`src/rtl/uart_rx.sv`:
```
// ---------------------------------------------------------------------------
// uart_rx
//
// Purpose:
//   UART receiver. Deserialises an asynchronous, idle-high serial line into
//   DWIDTH-bit words (LSB first), checks the parity slot according to PARTYP
//   and checks the stop bit. All sampling is qualified by an external 16x
//   baud tick shared with the transmitter, so PARTYP semantics match the
//   transmit-side parity generator.
//
// Parameters:
//   DWIDTH  data bits per frame (>= 2)
//   PARTYP  2'b01 odd parity, 2'b10 even parity,
//           2'b00 / 2'b11 no parity: the parity slot is a second stop bit
//           that must be 1
//
// Ports:
//   clk         in   system clock
//   rst         in   asynchronous, active-high reset
//   baud_tick   in   one-clk pulse at 16x the baud rate
//   rx_in       in   raw serial line, asynchronous to clk
//   data_out    out  last received word, held until the next frame completes
//   data_valid  out  one-clk pulse when a frame completes (good or bad)
//   parity_err  out  parity / second-stop check failed for data_out
//   frame_err   out  stop bit sampled low for data_out
//   busy        out  high whenever the receiver is not idle
// ---------------------------------------------------------------------------
module uart_rx #(
    parameter int          DWIDTH = 8,
    parameter logic [1:0]  PARTYP = 2'b00
) (
    input  logic              clk,
    input  logic              rst,
    input  logic              baud_tick,
    input  logic              rx_in,
    output logic [DWIDTH-1:0] data_out,
    output logic              data_valid,
    output logic              parity_err,
    output logic              frame_err,
    output logic              busy
);

    localparam int BW = (DWIDTH > 1) ? $clog2(DWIDTH) : 1;
    localparam logic [BW-1:0] LAST_BIT   = BW'(DWIDTH - 1);
    localparam logic [3:0]    START_MID  = 4'd7;
    localparam logic [3:0]    BIT_END    = 4'd15;

    typedef enum logic [2:0] {
        S_IDLE,
        S_START,
        S_DATA,
        S_PARITY,
        S_STOP
    } state_t;

    // -----------------------------------------------------------------------
    // Registers
    // -----------------------------------------------------------------------
    state_t             r_state;
    logic               r_sync1;
    logic               r_sync2;
    logic               r_armed;
    logic [3:0]         r_tick_cnt;
    logic [BW-1:0]      r_bit_cnt;
    logic [DWIDTH-1:0]  r_shift;
    logic               r_perr_pend;
    logic [DWIDTH-1:0]  r_data_out;
    logic               r_data_valid;
    logic               r_parity_err;
    logic               r_frame_err;

    // -----------------------------------------------------------------------
    // Combinational signals
    // -----------------------------------------------------------------------
    state_t             w_state_next;
    logic               w_rx_s;
    logic               w_cnt_clr;
    logic               w_bit_clr;
    logic               w_shift_en;
    logic               w_par_en;
    logic               w_stop_en;
    logic               w_par_exp;

    assign w_rx_s = r_sync2;

    // -----------------------------------------------------------------------
    // Two-flop synchroniser. Both flops reset to the idle level so that
    // reset release never looks like a start edge.
    // -----------------------------------------------------------------------
    always_ff @(posedge clk or posedge rst) begin
        if (rst) begin
            r_sync1 <= 1'b1;
            r_sync2 <= 1'b1;
        end else begin
            r_sync1 <= rx_in;
            r_sync2 <= r_sync1;
        end
    end

    // -----------------------------------------------------------------------
    // Expected value of the parity slot, computed from the fully assembled
    // word (the shift register is complete by the time PARITY samples).
    // -----------------------------------------------------------------------
    always_comb begin
        case (PARTYP)
            2'b01:   w_par_exp = ~^r_shift;
            2'b10:   w_par_exp = ^r_shift;
            default: w_par_exp = 1'b1;
        endcase
    end

    // -----------------------------------------------------------------------
    // FSM state register
    // -----------------------------------------------------------------------
    always_ff @(posedge clk or posedge rst) begin
        if (rst) begin
            r_state <= S_IDLE;
        end else begin
            r_state <= w_state_next;
        end
    end

    // -----------------------------------------------------------------------
    // FSM next-state and control strobes
    // -----------------------------------------------------------------------
    always_comb begin
        w_state_next = r_state;
        w_cnt_clr    = 1'b0;
        w_bit_clr    = 1'b0;
        w_shift_en   = 1'b0;
        w_par_en     = 1'b0;
        w_stop_en    = 1'b0;

        case (r_state)
            S_IDLE: begin
                // r_armed blocks a held-low line (break) from re-triggering
                // immediately after the frame it produced.
                if (baud_tick && !w_rx_s && r_armed) begin
                    w_state_next = S_START;
                    w_cnt_clr    = 1'b1;
                end
            end

            S_START: begin
                if (baud_tick && (r_tick_cnt == START_MID)) begin
                    if (w_rx_s) begin
                        // Line went back high before mid-start: glitch.
                        w_state_next = S_IDLE;
                    end else begin
                        w_state_next = S_DATA;
                        w_cnt_clr    = 1'b1;
                        w_bit_clr    = 1'b1;
                    end
                end
            end

            S_DATA: begin
                if (baud_tick && (r_tick_cnt == BIT_END)) begin
                    w_shift_en = 1'b1;
                    if (r_bit_cnt == LAST_BIT) begin
                        w_state_next = S_PARITY;
                    end
                end
            end

            S_PARITY: begin
                if (baud_tick && (r_tick_cnt == BIT_END)) begin
                    w_par_en     = 1'b1;
                    w_state_next = S_STOP;
                end
            end

            S_STOP: begin
                // Returning to IDLE at mid-stop leaves half a bit of margin
                // for a back-to-back start edge at the next bit boundary.
                if (baud_tick && (r_tick_cnt == BIT_END)) begin
                    w_stop_en    = 1'b1;
                    w_state_next = S_IDLE;
                end
            end

            default: begin
                w_state_next = S_IDLE;
            end
        endcase
    end

    // -----------------------------------------------------------------------
    // Tick counter. Free-runs (wrapping 15 -> 0) on ticks outside IDLE, so
    // consecutive samples are exactly 16 ticks apart.
    // -----------------------------------------------------------------------
    always_ff @(posedge clk or posedge rst) begin
        if (rst) begin
            r_tick_cnt <= 4'd0;
        end else if (w_cnt_clr) begin
            r_tick_cnt <= 4'd0;
        end else if (baud_tick && (r_state != S_IDLE)) begin
            r_tick_cnt <= r_tick_cnt + 4'd1;
        end
    end

    // -----------------------------------------------------------------------
    // Bit counter and shift register. Bits arrive LSB first, so each new bit
    // enters at the MSB and the word settles into place after DWIDTH shifts.
    // -----------------------------------------------------------------------
    always_ff @(posedge clk or posedge rst) begin
        if (rst) begin
            r_bit_cnt <= '0;
            r_shift   <= '0;
        end else begin
            if (w_bit_clr) begin
                r_bit_cnt <= '0;
            end else if (w_shift_en) begin
                r_bit_cnt <= r_bit_cnt + 1'b1;
            end
            if (w_shift_en) begin
                r_shift <= {w_rx_s, r_shift[DWIDTH-1:1]};
            end
        end
    end

    // -----------------------------------------------------------------------
    // Pending parity error, cleared at the start of each frame's data phase.
    // -----------------------------------------------------------------------
    always_ff @(posedge clk or posedge rst) begin
        if (rst) begin
            r_perr_pend <= 1'b0;
        end else if (w_bit_clr) begin
            r_perr_pend <= 1'b0;
        end else if (w_par_en) begin
            r_perr_pend <= (w_rx_s != w_par_exp);
        end
    end

    // -----------------------------------------------------------------------
    // Falling-edge qualifier: disarmed when a frame completes, re-armed once
    // the line is seen high while idle.
    // -----------------------------------------------------------------------
    always_ff @(posedge clk or posedge rst) begin
        if (rst) begin
            r_armed <= 1'b1;
        end else if (w_stop_en) begin
            r_armed <= 1'b0;
        end else if ((r_state == S_IDLE) && w_rx_s) begin
            r_armed <= 1'b1;
        end
    end

    // -----------------------------------------------------------------------
    // Output registers: updated only when a frame completes, so results and
    // flags persist across later start bits until the next delivery.
    // -----------------------------------------------------------------------
    always_ff @(posedge clk or posedge rst) begin
        if (rst) begin
            r_data_out   <= '0;
            r_data_valid <= 1'b0;
            r_parity_err <= 1'b0;
            r_frame_err  <= 1'b0;
        end else begin
            r_data_valid <= w_stop_en;
            if (w_stop_en) begin
                r_data_out   <= r_shift;
                r_parity_err <= r_perr_pend;
                r_frame_err  <= ~w_rx_s;
            end
        end
    end

    assign data_out   = r_data_out;
    assign data_valid = r_data_valid;
    assign parity_err = r_parity_err;
    assign frame_err  = r_frame_err;
    assign busy       = (r_state != S_IDLE);

endmodule

```
`config.mk`:
```
export PLATFORM = sky130hd
export DESIGN_NAME = uart_rx
export DESIGN_NICKNAME = d
export VERILOG_FILES = /design/src/rtl/uart_rx.sv
export SDC_FILE = /design/constraint.sdc
export NUM_CORES = 1
export LEC_CHECK = 0
export BUFFER_PORTS_ARGS = -buffer_cell sky130_fd_sc_hd__buf_2
export CAP_MARGIN = 15
export CORE_MARGIN = 2
export CORE_UTILIZATION = 40
export CTS_CLUSTER_DIAMETER = 40
export DETAILED_ROUTE_END_ITERATION = 8
export GPL_ROUTABILITY_DRIVEN = 0
export HOLD_SLACK_MARGIN = 0.1
export PLACE_DENSITY = 0.67
export SETUP_SLACK_MARGIN = 0.2
export SLEW_MARGIN = 0
export SYNTH_ARGS = -nofsm -noshare
export SYNTH_HDL_FRONTEND = slang
export SYNTH_SLANG_ARGS = --single-unit
```
`constraint.sdc`:
```
create_clock -name clk -period 2.25 [get_ports clk]
set_input_delay 0.45 -clock clk [delete_from_list [all_inputs] [get_ports clk]]
set_output_delay 0.45 -clock clk [all_outputs]
set_load 0.005 [all_outputs]
```
* Yosys cells after proc, flatten, opt, wreduce, memory -nomap -nowiden
Cells that the tools add are included.
Word-level totals: register bits after elaboration 33, bits of input ports 4, output and inout port bits 12, logic and storage cells 67
Cells by class: $add $sub $neg 2, equality and inequality tests 13, muxes and demuxes 25, bitwise gates (word level) 1, reduce and logical (&&, ||, !) cells 14
Operator list (count):
- 3-bit two-way mux | 8
- 3-bit case mux with 5 select lines | 1
- 1-bit two-way mux | 12
- 2-bit != test, second input constant | 6
- 4-bit two-way mux | 2
- 2-bit nonzero test | 4
- 3-bit by 2-bit == test with 1-bit output, second input constant | 2
- 3-bit == test, second input constant | 2
- 1-bit logical AND | 6
- 6-bit AND reduction | 1
- 4-bit by 1-bit adder with 4-bit output, second input constant | 1
- 4-bit by 3-bit == test with 1-bit output, second input constant | 1
- 4-bit == test, second input constant | 1
- 3-bit by 1-bit adder with 3-bit output, second input constant | 1
- 3-bit by 1-bit == test with 1-bit output, second input constant | 1
- 3-bit zero test | 1
- 3-bit nonzero test | 1
- 2-bit two-way mux | 1
- 1-bit case mux with 2 select lines | 1
- 1-bit zero test | 1
- 1-bit inverter | 1

* Depth between registers and ports, before layout
depth in word-level cells 6, mapped depth 5, depth with buffers taken out 4

* Least setup slack after synthesis
No wires, ideal clock.
path type register -> register, start register r_tick_cnt[0], end register r_shift[0], library setup time 0.125 ns, arrival 1.571 ns, data required time 2.125 ns, setup slack 0.554 ns, cell stages (with the launch flop) 6, path buffers 1, clock period less this slack 1.696 ns, path through dfrtp_1 -> ha_1 -> nand3_1 -> or4_1 -> buf_6 -> mux2_4
On the way: word-level cells in the longest chain between the ends 4
RTL lines:
- from (decl) | line 63 | logic [3:0] r_tick_cnt;
- from (signal assigned) | line 198 | r_tick_cnt <= r_tick_cnt + 4'd1;
- 4-bit == test | line 158 | if (baud_tick && (r_tick_cnt == BIT_END)) begin
- 1-bit logical AND | line 158
- 1-bit two-way mux | line 158
- 1-bit two-way mux | line 134 | case (r_state)
- to (signal assigned) | line 217 | r_shift <= {w_rx_s, r_shift[DWIDTH-1:1]};
- to (decl) | line 65 | logic [DWIDTH-1:0] r_shift;
Every way passes these cells. A chain may end at the register's enable or synchronous reset.

* Worst setup path in the final report
start register r_tick_cnt[0], end register r_shift[2]
Same word-level chain as after synthesis.

==> out/results.tsv <==
stage	metric	value	unit
yosys	Synth Instances	116	
yosys	Post-Synth Adder-Cell Area	0.0252	
clocking	hold_buf cts	0	
layout	most frequent cells in the layout	30 x dfrtp_1, 15 x buf_2, 9 x mux2_2	
yosys	post-synthesis compound-gate area fraction	0.0916	
worst_setup_path	critical path type	register to register	
layout	fillcell total	327	
clocking	clock sink count	33	
worst_setup_path	R2R Path Start	r_tick_cnt[0]	
global_route	Total GRT Usage	0.164	
clocking	clock buffer depth	2	
global_route	global-route wire length before repair	5120	um
global_route	GR Overflow Total	0	
timing	Setup TNS	0	ns
pwr	LEAKAGE	0.925	nW
placed_design	number of buffers added on ports	15	
yosys	Distinct cells, synth	34	
route	final WL	2910	um
clocking	CTS H-tree depth	2	
yosys	Synth area leader	dfrtp_1	
layout	commonest non-fill, non-tap cell in the layout	dfrtp_1	
timing	pin slew with the least headroom to its limit	0.474	ns
pwr	VDD IR max	0.544	mV
worst_setup_path	crit path max-delay cell type	or4_1	
yosys	largest family of logic cells by synthesized area	multiplexers	
worst_setup_path	crit path max fanout	10	
route	drt via density	5.53	
clocking	worst skew pair latency	0.29	ns
clocking	Worst-path clk slew	0.07	ns
layout	Final #Nets	146	
route	DRC	0	
worst_setup_path	arrival time worst endpoint	1.99	ns
yosys	post-synthesis simple-gate area fraction	0.106	
worst_setup_path	Setup crit start kind	register	
floorplanning	I/O pin cnt	16	
route	uppermost routed layer	met4	
worst_setup_path	FF-to-FF setup slack	0.42	ns
timing	Tmin final	1.83	ns
floorplanning	cell row count	22	
worst_setup_path	R2R depth	5	
yosys	mux contribution to synthesized area	0.176	
timing	max_slew headroom	0.681	
timing	RSZ-0062 raised after global routing	no	
timing	Final Hold Vio Count	0	
layout	final instance count without filler cells	188	
run	MaxCap Viol Count	0	
timing	fmax	548	MHz
global_route	vias in the first global route	1044	
worst_setup_path	worst path cell trace	ha_1 > nand3_1 > or4_1 > buf_4 > mux2_4	
worst_setup_path	crit path launch	r_tick_cnt[0]	
yosys	Syn Nets	123	
route	WL per Instance	15.5	um
worst_setup_path	Critical path buffers and inverters	1	
global_route	initial antenna violation count	0	
clocking	post-CTS setup buffer count	0	
clocking	CTS buffer count	5	
clocking	root buf cell	clkbuf_8	
route	met2 routed WL	1460	um
route	met1 WL	1220	um
floorplanning	die area	0.00423	mm^2
worst_setup_path	Data required, critical path	2.42	ns
outcome	status	finished clean	
yosys	mapped cell area	0.00149	mm^2
route	vias post-DR	1039	
worst_setup_path	Crit path depth	5	
route	drt first pass iters	4	
timing	Setup-failing EPs final	0	
timing	Max Clock Skew	0.00770	ns
floorplanning	core area	0.00361	mm^2
worst_setup_path	CP peak stage delay	0.47	ns
pwr	power consumption	1.65	mW
floorplanning	starting density of the core	0.413	
worst_hold_path	HP Class	input port to async pin	
route	Routed Antenna Nets	0	
yosys	Warnings, synthesis	0	
yosys	post-synth top area share	0.504	
yosys	sequential-to-total area share from yosys stat	0.557	
clocking	CTS tree	done	
worst_setup_path	Critical R2R Capture	r_shift[2]	
timing	Pins Over Slew Limit	0	
worst_setup_path	CP Capture Type	register	
route	met3 wire length	160	um
layout	share of cells above drive strength 1	0.357	
placed_design	DP Wirelength	1930	um
yosys	FF+latch count, synth	33	
pwr	pwr dens	940	mW/mm^2
global_route	largest net degree at the start of global routing	34	
timing	Tcrit/Tclk final	0.811	
yosys	Mean Syn Cell Area	12.8	um^2
yosys	cells taking the most area after synthesis	dfrtp_1 50%, mux2_4 8.1%, mux2_2 6.8%, dfstp_2 5.3%, mux2i_1 2.7%	
route	DRT iter0 DRCs	95	
floorplanning	overall die height	65.0	um
clocking	# resized after CTS	0	
layout	final core utilization	0.488	
floorplanning	die width	65.0	um
layout	area grow syn2layout	18.1	%
timing	WHS	0.250	ns
worst_setup_path	cell family contributing the most delay on the critical path	simple AND/OR/NAND/NOR gates	
placed_design	Placed Cells	180	
yosys	XOR/XNOR Fraction of Synth Area	0.00588	
layout	number of antenna diodes	0	
-- area by class of cell --
cell class              count  area, um^2  area share
inverters                   8        30.0      0.0171
multi-input cells          70         602       0.342
clock inverters             1        30.0      0.0171
flip-flops and latches     33         830       0.472
well taps                  48        60.1      0.0342
clock buffers               7        86.3      0.0491
repair buffers             21         120      0.0683
-- logic make-up after synthesis --
kind of cell | Yosys count
flops | 33
compound gates | 20
buf+inv | 13
xor+xnor | 1
simple gates | 25
mux | 21
fa+ha+maj | 3
-- through the flow --
step	instance area (um^2)	setup slack, ns
finish	1760	0.424
global route	1760	0.312
CTS	1760	0.424
detailed placement	1640	0.446
global placement	1640	0.473
floorplan	1490	0.554
-- where the power goes --
group          switching, mW  leakage (nW)  total [mW]  internal (mW)
clock network          0.213        0.0585       0.574          0.361
registers             0.0835         0.433       0.748          0.665
logic                  0.193         0.433       0.330          0.136
-- worst max path at each step --
stage                     slack, ns    endpoint
after floorplan                0.55  r_shift[0]
after global placement         0.47  r_shift[7]
after detailed placement       0.45  r_shift[2]
after CTS                      0.42  r_shift[2]
after global routing           0.31  r_shift[2]
final                          0.42  r_shift[2]
-- worst min-delay path: stages --
cell and delay (ns):
buf_2 0.10, inv_1 0.04, buf_4 0.37
-- sequential cells by signal (all words and copies together) (netlist names), 3 cells and up --
| name | flops |
|---|---|
| r_shift | 8 |
| data_out | 8 |
| r_bit_cnt | 3 |
| r_tick_cnt | 4 |
| r_state | 3 |
-- synthesized netlist by cell type (all sizes together) --
cell,instances
and4b,1
ha,3
xor2,1
o211a,1
nand2b,1
mux2,17
mux2i,4
or3,3
a22o,1
nand4bb,2
nor2,3
inv,8
dfstp,3
nand4,2
or3b,1
o31ai,3
a22oi,2
clkbuf,3
or4,2
buf,2
o41ai,2
nor4,1
o21ai,4
dfrtp,30
a311oi,1
a21oi,4
o21a,1
a31oi,1
nand2,3
and4,1
nand3,4
nor3,1
-- metal layers --
metal / up-vias / global-route usage
li1: 472 / -
met1: 528 / 0.200
met2: 31 / 0.253
met3: 8 / 0.0625
met4: 0 / 0.0833
met5: - / 0
Note: power is estimated with default switching activity, not from simulation.
